### config.mk
export PLATFORM = sky130hd
export DESIGN_NAME = als_light_level_meter_flat
export DESIGN_NICKNAME = d
export VERILOG_FILES = /design/src/rtl/als_pkg.sv /design/src/rtl/als_light_level_meter_if.sv /design/src/rtl/als_ema_filter.sv /design/src/rtl/als_light_level_meter.sv /design/src/flat_wrapper.sv
export SDC_FILE = /design/constraint.sdc
export NUM_CORES = 1
export LEC_CHECK = 0
export ABC_AREA = 1
export CAP_MARGIN = 15
export CORE_UTILIZATION = 60
export CTS_BUF_LIST = sky130_fd_sc_hd__clkbuf_8
export DETAILED_ROUTE_END_ITERATION = 12
export PLACE_DENSITY = 0.83
export REMOVE_ABC_BUFFERS = 1
export SYNTH_ARGS = -nofsm -noshare
export SYNTH_HDL_FRONTEND = slang
export SYNTH_SLANG_ARGS = --single-unit
### constraint.sdc
create_clock -name clk -period 7.8 [get_ports clk]
set_input_delay 2.34 -clock clk [delete_from_list [all_inputs] [get_ports clk]]
set_output_delay 2.34 -clock clk [all_outputs]
set_load 0.01 [all_outputs]
### src/rtl/als_pkg.sv
// Shared constants, FSM state type and threshold helper for the ALS light level meter.
package als_pkg;

  localparam int ALS_DATA_MSB = 12;
  localparam int ALS_DATA_LSB = 5;
  localparam int LEVEL_STEP   = 28;
  localparam int LEVEL_MAX    = 8;

  typedef enum logic {
    FIRST = 1'b0,
    RUN   = 1'b1
  } ema_state_e;

  // Lower edge of level lvl in light units: T(lvl) = 28*lvl.
  function automatic logic [9:0] level_thr(input logic [3:0] lvl);
    return 10'(lvl) * 10'(LEVEL_STEP);
  endfunction

endpackage

### src/rtl/als_light_level_meter_if.sv
// Sensor word in, filtered reading / level / bar / strobes out.
interface als_light_level_meter_if;

  logic [15:0] value;
  logic [7:0]  light;
  logic [3:0]  level;
  logic [7:0]  bar;
  logic        valid;
  logic        level_change;

  // slave is the meter itself; master is whoever supplies value and consumes the results.
  modport slave  (input  value, output light, level, bar, valid, level_change);
  modport master (output value, input  light, level, bar, valid, level_change);

endinterface

### src/rtl/als_ema_filter.sv
// First-order EMA on the 8-bit light reading; the first sample after reset preloads the accumulator.
module als_ema_filter
  import als_pkg::*;
#(
  parameter int EMA_SHIFT = 3
) (
  input  logic       clk,
  input  logic       rst_n,
  input  logic       sample,
  input  ema_state_e state,
  input  logic [7:0] raw,
  output logic [7:0] light
);

  localparam int ACC_W = 8 + EMA_SHIFT;

  logic [ACC_W-1:0] acc;

  // acc - acc/2^k + raw never exceeds 255*2^k, so ACC_W bits are enough.
  always_ff @(posedge clk or negedge rst_n) begin
    if (!rst_n) begin
      acc <= '0;
    end else if (sample) begin
      if (state == FIRST) acc <= {raw, {EMA_SHIFT{1'b0}}};
      else                acc <= acc - (acc >> EMA_SHIFT) + ACC_W'(raw);
    end
  end

  assign light = acc[ACC_W-1:EMA_SHIFT];

endmodule

### src/rtl/als_light_level_meter.sv
// Periodic sampler of the ALS word: EMA smoothing, 9-step level with hysteresis, thermometer bar.
module als_light_level_meter
  import als_pkg::*;
#(
  parameter int SAMPLE_LOG2 = 20,
  parameter int EMA_SHIFT   = 3,
  parameter int HYST        = 4
) (
  input  logic                   clk,
  input  logic                   rst_n,
  als_light_level_meter_if.slave bus
);

  logic [SAMPLE_LOG2-1:0] cnt;
  logic                   tick;
  logic                   raw_vld;
  logic                   light_vld;
  logic [7:0]             raw_q;
  logic [7:0]             light;
  ema_state_e             state, state_nxt;
  logic [3:0]             level, level_nxt;
  logic                   valid_q;
  logic                   level_change_q;
  logic [9:0]             light_ext, up_thr, dn_base, dn_thr;
  logic [7:0]             bar;

  assign tick = &cnt;

  // NOTE: sequential state uses non-blocking assignments so every register sees pre-edge values.
  always_ff @(posedge clk or negedge rst_n) begin
    if (!rst_n) begin
      cnt       <= '0;
      raw_q     <= '0;
      raw_vld   <= 1'b0;
      light_vld <= 1'b0;
    end else begin
      cnt       <= cnt + SAMPLE_LOG2'(1);
      raw_vld   <= tick;
      light_vld <= raw_vld;
      if (tick) raw_q <= bus.value[ALS_DATA_MSB:ALS_DATA_LSB];
    end
  end

  always_ff @(posedge clk or negedge rst_n) begin
    if (!rst_n) state <= FIRST;
    else        state <= state_nxt;
  end

  always_comb begin
    state_nxt = state;
    if (state == FIRST && raw_vld) state_nxt = RUN;
  end

  als_ema_filter #(.EMA_SHIFT(EMA_SHIFT)) u_ema (
    .clk   (clk),
    .rst_n (rst_n),
    .sample(raw_vld),
    .state (state),
    .raw   (raw_q),
    .light (light)
  );

  // NOTE: every always_comb output gets a default first so no path can infer a latch.
  always_comb begin
    light_ext = {2'b00, light};
    up_thr    = level_thr(level + 4'd1) + 10'(HYST);
    dn_base   = level_thr(level);
    dn_thr    = (dn_base > 10'(HYST)) ? dn_base - 10'(HYST) : '0;
    level_nxt = level;
    if (level < 4'(LEVEL_MAX) && light_ext >= up_thr)
      level_nxt = level + 4'd1;
    else if (level != 4'd0 && light_ext < dn_thr)
      level_nxt = level - 4'd1;
  end

  always_ff @(posedge clk or negedge rst_n) begin
    if (!rst_n) begin
      level          <= '0;
      valid_q        <= 1'b0;
      level_change_q <= 1'b0;
    end else begin
      valid_q        <= light_vld;
      level_change_q <= light_vld && (level_nxt != level);
      if (light_vld) level <= level_nxt;
    end
  end

  always_comb begin
    bar = '0;
    for (int i = 0; i < 8; i++) bar[i] = (level > 4'(i));
  end

  assign bus.light        = light;
  assign bus.level        = level;
  assign bus.bar          = bar;
  assign bus.valid        = valid_q;
  assign bus.level_change = level_change_q;

endmodule
### src/flat_wrapper.sv
// flat-port wrapper written by rule: the top's interface ports become plain ports
module als_light_level_meter_flat import als_pkg::*;
#(
  parameter int SAMPLE_LOG2 = 20,
  parameter int EMA_SHIFT   = 3,
  parameter int HYST        = 4
)
  (clk, rst_n, bus_value, bus_light, bus_level, bus_bar, bus_valid, bus_level_change);
  als_light_level_meter_if bus_i ();
  input  logic clk;
  input  logic rst_n;
  input wire logic [$bits(bus_i.value)-1:0] bus_value;
  output wire logic [$bits(bus_i.light)-1:0] bus_light;
  output wire logic [$bits(bus_i.level)-1:0] bus_level;
  output wire logic [$bits(bus_i.bar)-1:0] bus_bar;
  output wire logic [$bits(bus_i.valid)-1:0] bus_valid;
  output wire logic [$bits(bus_i.level_change)-1:0] bus_level_change;
  assign bus_i.value = bus_value;
  assign bus_light = bus_i.light;
  assign bus_level = bus_i.level;
  assign bus_bar = bus_i.bar;
  assign bus_valid = bus_i.valid;
  assign bus_level_change = bus_i.level_change;
  als_light_level_meter #(.SAMPLE_LOG2(SAMPLE_LOG2), .EMA_SHIFT(EMA_SHIFT), .HYST(HYST)) u_core (.clk(clk), .rst_n(rst_n), .bus(bus_i));
endmodule
==> results.txt, run 1 <==
----------------------------------------------------
[Placement]
  Weighted congestion at the end of routability-driven global placement ... 0.8539
  Post-Place Setup Slack ... 3216 ps
  Sum of net half-perimeters after detailed placement ... 6269 um
  Input/output buffers ... 31

[Logic synthesis]
  Top post-synthesis cells by area ... dfrtp_1, ha_1, nand2_1, inv_1, fa_1
  FFs w/ async S/R, synth ... 1.000
  Ys flop type ... dfrtp_1
  Yosys top cell by area ... dfrtp_1
  Fraction of post-synthesis cell area in the top cell type by area ... 0.2999
  Post-Syn Area per Cell ... 8.075 um^2
  Portion of the post-synthesis area used by sequential elements ... 0.2999
  Synthesized instance count ... 496
  Count of flip-flops with a built-in enable after synthesis ... 0
  Netlist cell types ... 39
  Warnings, synthesis ... 0
  Synth Register Bits ... 48
  Synthesized cell area ... 0.004005 mm^2

[Final layout]
  Count of fill cells added during filler insertion ... 508
  Most common cell after layout, fill and taps aside ... nand2_1
  Proportion of layout cells with a drive suffix above 1 ... 0.05736
  ANT cells ... 0
  Combined flip-flop and latch cell area ... 0.001201 mm^2
  Total area of multi-input combinational cells ... 0.002380 mm^2
  Final-stage net count ... 601
  Most frequent cells in the layout ... nand2_1, inv_1, dfrtp_1
  Area growth from synthesis to final layout ... 11.40%

[Setup path]
  Worst setup EP type ... output port
  Startpoint types ... register
  FF-to-FF setup slack ... 3550 ps
  Setup crit end ... bus_bar[5]
  Largest fanout on the critical path ... 14
  Critical path class ... reg2out
  Logic depth of the worst register-to-register path ... 22
  Source of the critical timing path ... u_core.bus.level[1]
  Required time worst endpoint ... 5460 ps
  Endpoint of the lowest-slack register-to-register path ... u_core.bus.level[0]
  Critical Path AT ... 2560 ps
  Startpoint of the worst register-to-register path ... u_core.bus.level[1]

[Routing]
  Routed via count ... 3167
  Total Wirelength ... 7978 um
  Antenna-violating nets left ... 0
  Number of vias per cell after detailed routing ... 5.278
  Number of remaining DRC errors ... 0
  Mean routed wirelength per cell ... 13.30 um
  DRC marker count from the first detailed-route iteration ... 177
  Detailed-router iteration count before antenna repair ... 4

[Clock network]
  Worst-Skew Late Latency ... 300 ps
  Worst-case clock buffer depth ... 2
  Cts repair resizes ... 0
  Clk pin slew, worst setup/hold paths ... 90 ps
  Cts bufs inserted ... 5
  CTS root buffer ... clkbuf_8
  TritonCTS sink count ... 48
  Number of buffers inserted to repair setup after CTS ... 0
  CTS tree ... built
  H-tree depth ... 2
  Number of hold buffers added after cts ... 0

[GRT]
  GR Util All Layers ... 0.2512
  Maximum number of pins on one net before global-route repair ... 49
  Via count of the first global-routing pass ... 3113
  Initial antenna violation count ... 0
  Overflow after GRT ... 0
  Wire length of the first global-routing pass ... 14230 um

[Floorplan]
  Die Area ... 0.007006 mm^2
  Vertical die dimension ... 83.70 um
  Width of the chip ... 83.70 um
  IO Pins ... 40
  Standard-cell row count ... 29
  Standard cell core area ... 0.006386 mm^2
  Initial Util ... 0.6272

[Pwr]
  IR Drop Worst-Case VDD ... 0.00009915 V
  Areal power density over the cells ... 100.0 mW/mm^2
  Leak Pwr ... 2.411 nW

[Timing]
  Setup-failing EPs final ... 0
  Total negative slack ... 0 ps
  Actual slew at the worst max-slew pin ... 631.1 ps
  Highest attainable clock frequency ... 0.2039 GHz
  Final number of max-transition violations ... 0
  Worst slew margin relative to its limit ... 0.5762
  Worst Clk Skew ... 7.328 ps
  RSZ-0062 raised after global routing ... no
  Worst path setup slack after routing ... 2896 ps
  Final Hold Fails ... 0
  Share of the clock period used by the worst path after layout ... 0.6287
  Minimum period implied by the final worst setup slack ... 4904 ps

[Worst hold path]
  Path type of the worst min-delay path ... reg2reg

[Outcome]
  Outcome ... finished clean

[Run]
  Number of max-capacitance violations reported ... 0

----------------------------------------------------
[critical path, stage by stage, from the launching register on]
cell and delay [ps]:
dfrtp_1 700, inv_1 260, ha_1 350, inv_1 180, a21oi_1 80, a21oi_1 130
clkdlybuf4s50_1 550
[logic make-up (layout without fill, tap and decap cells)]
logic type	Yosys count	after routing	share of synthesized area
AOI/OAI and AO/OA	62	62	0.08841
xor gates and xnor gates	34	34	0.07623
adders and majority gates	61	61	0.2168
buffers and inverters	103	130	0.1059
DFF	48	48	0.2999
and+or+nand+nor	188	188	0.2127
[area by class of cell]
cell class                      count  share of cell area
Multi-Input combinational cell    345              0.5334
Inverter                           90             0.07572
Clock buffer                        6             0.01851
Sequential cell                    48              0.2692
Clock inverter                      2            0.008693
Timing Repair Buffer               32             0.07291
Tap cell                           77             0.02159
[stage by stage]
step / instances / utilization / hold slack, ps / total power (W) / area (um^2)
floorplan: 483 / - / 422.4 / 0.0002536 / 3919
global placement: 591 / 0.6765 / 435.2 / 0.0002626 / 4320
detailed placement: 591 / 0.6765 / 450.2 / 0.0002627 / 4320
CTS: 599 / 0.6955 / 473.3 / 0.0004497 / 4442
global route: 600 / 0.6987 / 479.1 / 0.0004629 / 4462
finish: 600 / 0.6987 / 468.1 / 0.0004464 / 4462
[cells in the mapped netlist (all sizes together), types with 2 or more instances]
cell    number
buf         10
a31oi        2
nor2        34
o22ai        2
nand2       96
inv         89
xnor2       11
clkbuf       3
a21oi       21
nand4        5
a22o         2
or2          3
o21bai       2
o21ai       25
nor3         8
fa          14
nand3b       3
xor2        23
nor4         2
dfrtp       48
ha          47
o211ai       3
nand3       36
[flip-flops by register name, summed over array words and instances, names as in the netlist, 4 cells and up]
name and count:
u_core.bus.level 4, u_core.cnt 20, u_core.raw_q 8, u_core.u_ema.acc 11
[worst min path at each step]
| stage | startpoint | slack [ps] | cells past startpoint | end |
|---|---|---|---|---|
| detailed placement | u_core.cnt[15] | 450 | 1 | u_core.cnt[15] |
| CTS | u_core.cnt[0] | 470 | 1 | u_core.cnt[0] |
| finish | u_core.cnt[0] | 470 | 1 | u_core.cnt[0] |
| global route | u_core.cnt[15] | 480 | 1 | u_core.cnt[15] |
| global placement | u_core.cnt[0] | 440 | 1 | u_core.cnt[0] |
| floorplan | u_core.cnt[0] | 420 | 1 | u_core.cnt[0] |
[routing by layer]
layer | vias up | track usage | wire [um]
met4 | 0 | 0.05855 | 51
met2 | 53 | 0.4183 | 3861
met1 | 1493 | 0.3457 | 3813
met3 | 7 | 0.04055 | 252
met5 | - | 0 | 0
li1 | 1614 | - | -
[where the power goes]
part / switching, W / total, W / leakage [nW] / internal, W
Sequential: 0 / 0.000249 / 0.615 / 0.000249
Clock: 0.0000830 / 0.000188 / 0.0614 / 0.000105
Combinational: 0.00000532 / 0.00000999 / 1.73 / 0.00000467
Total: 0.0000883 / 0.000446 / 2.41 / 0.000358
Note: power is estimated with default switching activity, not from simulation.
==> run 2: changes to the inputs <==
- clock period: 7.8 -> 4.9 ns (I/O delays scaled with it)
==> results.txt, run 2 (synthesis results as in run 1) <==
----------------------------------------------------
[Final layout]
  Count of fill cells added during filler insertion ... 490 (was 508)
  Total area of multi-input combinational cells ... 0.002380 mm^2 (unchanged)
  Most frequent cells in the layout ... nand2_1, inv_1, dfrtp_1 (unchanged)
  Top flop regs ... u_core.cnt x20, u_core.u_ema.acc x11, u_core.raw_q x8 (unchanged)
  Flip-flop count of the largest register after layout ... 20 (unchanged)
  Proportion of layout cells with a drive suffix above 1 ... 0.05916 (was 0.05736)
  Largest register by flop count ... u_core.cnt (unchanged)
  Final-stage net count ... 602 (was 601)
  Most common cell after layout, fill and taps aside ... nand2_1 (unchanged)
  ANT cells ... 0 (unchanged)
  Area growth from synthesis to final layout ... 11.43% (was 11.40%)
  Combined flip-flop and latch cell area ... 0.001201 mm^2 (unchanged)

[Routing]
  Antenna-violating nets left ... 0 (unchanged)
  Routed via count ... 3179 (was 3167)
  Number of remaining DRC errors ... 0 (unchanged)
  Total Wirelength ... 8096 um (was 7978 um)
  DRC marker count from the first detailed-route iteration ... 158 (was 177)
  Mean routed wirelength per cell ... 13.47 um (was 13.30 um)
  Number of vias per cell after detailed routing ... 5.290 (was 5.278)
  Detailed-router iteration count before antenna repair ... 4 (unchanged)

[Pwr]
  Areal power density over the cells ... 158.7 mW/mm^2 (was 100.0 mW/mm^2)
  Leak Pwr ... 2.410 nW (was 2.411 nW)
  IR Drop Worst-Case VDD ... 0.0001702 V (was 0.00009915 V)

[Clock network]
  Number of hold buffers added after cts ... 0 (unchanged)
  Worst-Skew Late Latency ... 310 ps (was 300 ps)
  Clk pin slew, worst setup/hold paths ... 90 ps (about the same)
  CTS root buffer ... clkbuf_8 (unchanged)
  H-tree depth ... 2 (unchanged)
  Cts repair resizes ... 0 (unchanged)
  CTS tree ... built (unchanged)
  TritonCTS sink count ... 48 (unchanged)
  Worst-case clock buffer depth ... 2 (unchanged)
  Number of buffers inserted to repair setup after CTS ... 0 (unchanged)
  Cts bufs inserted ... 5 (unchanged)

[Outcome]
  Outcome ... finished clean (unchanged)

[Floorplan]
  Vertical die dimension ... 83.70 um (unchanged)
  Initial Util ... 0.6272 (unchanged)
  Standard-cell row count ... 29 (unchanged)
  IO Pins ... 40 (unchanged)
  Standard cell core area ... 0.006386 mm^2 (unchanged)
  Width of the chip ... 83.70 um (unchanged)
  Die Area ... 0.007006 mm^2 (unchanged)

[Setup path]
  Critical Path AT ... 4450 ps (was 2560 ps)
  Critical path class ... reg2reg (was reg2out)
  Largest fanout on the critical path ... 14 (unchanged)
  Worst setup EP type ... register (was output port)
  Startpoint types ... register (unchanged)
  Required time worst endpoint ... 5100 ps (was 5460 ps)

[GRT]
  M3 GR Usage ... 0.03066 (was 0.04055)
  Most used routing layer in global routing ... met2 (unchanged)
  GR Layer Usage met2 ... 0.4309 (was 0.4183)
  GR Util All Layers ... 0.2505 (was 0.2512)
  Grt met1 use ... 0.3340 (was 0.3457)
  Wire length of the first global-routing pass ... 14280 um (was 14230 um)
  Via count of the first global-routing pass ... 3216 (was 3113)
  Overflow after GRT ... 0 (unchanged)
  Initial antenna violation count ... 0 (unchanged)
  Maximum number of pins on one net before global-route repair ... 49 (unchanged)

[Timing]
  Worst slew margin relative to its limit ... 0.5933 (was 0.5762)
  Final Hold Fails ... 0 (unchanged)
  RSZ-0062 raised after global routing ... no (unchanged)
  Worst hold slack across all endpoints ... 468.4 ps (was 468.1 ps)
  Highest attainable clock frequency ... 0.2353 GHz
  Final number of max-transition violations ... 0 (unchanged)
  Worst Clk Skew ... 7.329 ps (was 7.328 ps)
  Setup-failing EPs final ... 0 (unchanged)
  Total negative slack ... 0 ps (unchanged)
  Actual slew at the worst max-slew pin ... 610.0 ps (was 631.1 ps)
  Minimum period implied by the final worst setup slack ... 4250 ps
  Share of the clock period used by the worst path after layout ... 0.8673

[Run]
  Number of max-capacitance violations reported ... 0 (unchanged)

[Worst hold path]
  Path type of the worst min-delay path ... reg2reg (unchanged)

[Placement]
  Sum of net half-perimeters after detailed placement ... 6282 um (was 6269 um)
  Weighted congestion at the end of routability-driven global placement ... 0.8952 (was 0.8539)
  Input/output buffers ... 31 (unchanged)

----------------------------------------------------
run 2: cell types whose count changed in the layout (fill, tap and decap cells not counted), sizes merged:
cell,change
clkinv,-1
buf,+1
clkinvlp,+1
inv,+1
clkbuf,-1
run 2: worst paths after layout:
kind,slack (ps),endpoint,cells after the start,from
worst max register to register,650,u_core.bus.level[1],23,u_core.bus.level[1]
worst min-delay path,470,u_core.cnt[15],1,u_core.cnt[15]
worst max-delay path,650,u_core.bus.level[1],23,u_core.bus.level[1]
min in group asynchronous,1030,u_core.u_ema.acc[2],1,rst_n
worst min register to register,470,u_core.cnt[15],1,u_core.cnt[15]
max in group asynchronous,3390,u_core.bus.level_change,2,rst_n
run 2: final cells by class:
class	instances	area share
clock buffers	5	0.01542
inverters	90	0.07569
clock inverters	3	0.01037
flip-flops and latches	48	0.2691
well taps	77	0.02159
repair buffers	33	0.07457
multi-input cells	345	0.5332
run 2: power by group:
part	switching [W]	internal (W)	total, W
Clock	0.000143	0.000154	0.000297
Combinational	0.00000845	0.00000739	0.0000158
Sequential	0	0.000396	0.000396
run 2: routing by layer:
metal / vias up / share of wire
met1: 1494 / 0.47
met2: 53 / 0.49
met3: 9 / 0.033
met5: - / 0
met4: 0 / 0.013
li1: 1623 / -
run 2: critical path, stage by stage, from the launching register on:
cell and delay (ps):
dfrtp_1 620, ha_1 390, xnor2_1 520, fa_1 520, ha_1 300, nand2_1 80, nand2_1 60, nand2_2 70
nand2_1 50, nand2_1 70, nand2_1 90, xnor2_1 140, ha_1 290, nand2_1 60, inv_1 50, nand3_1 110
inv_1 90, nand3_1 90, nand2_2 130, nand2_2 90, o21ai_1 130, inv_1 60, nand2_1 70, nand2_1 60
run 2: metrics by stage:
step / area (um^2) / setup WS (ps) / utilization / instances / power [W]
global placement: 4328 / 804.3 / 0.6777 / 592 / 0.0004180
finish: 4463 / 650.4 / 0.6989 / 601 / 0.0007081
detailed placement: 4328 / 689.2 / 0.6777 / 592 / 0.0004182
floorplan: 3919 / 1135 / - / 483 / 0.0004037
CTS: 4443 / 633.3 / 0.6957 / 600 / 0.0007099
global route: 4463 / 273.1 / 0.6989 / 601 / 0.0007286
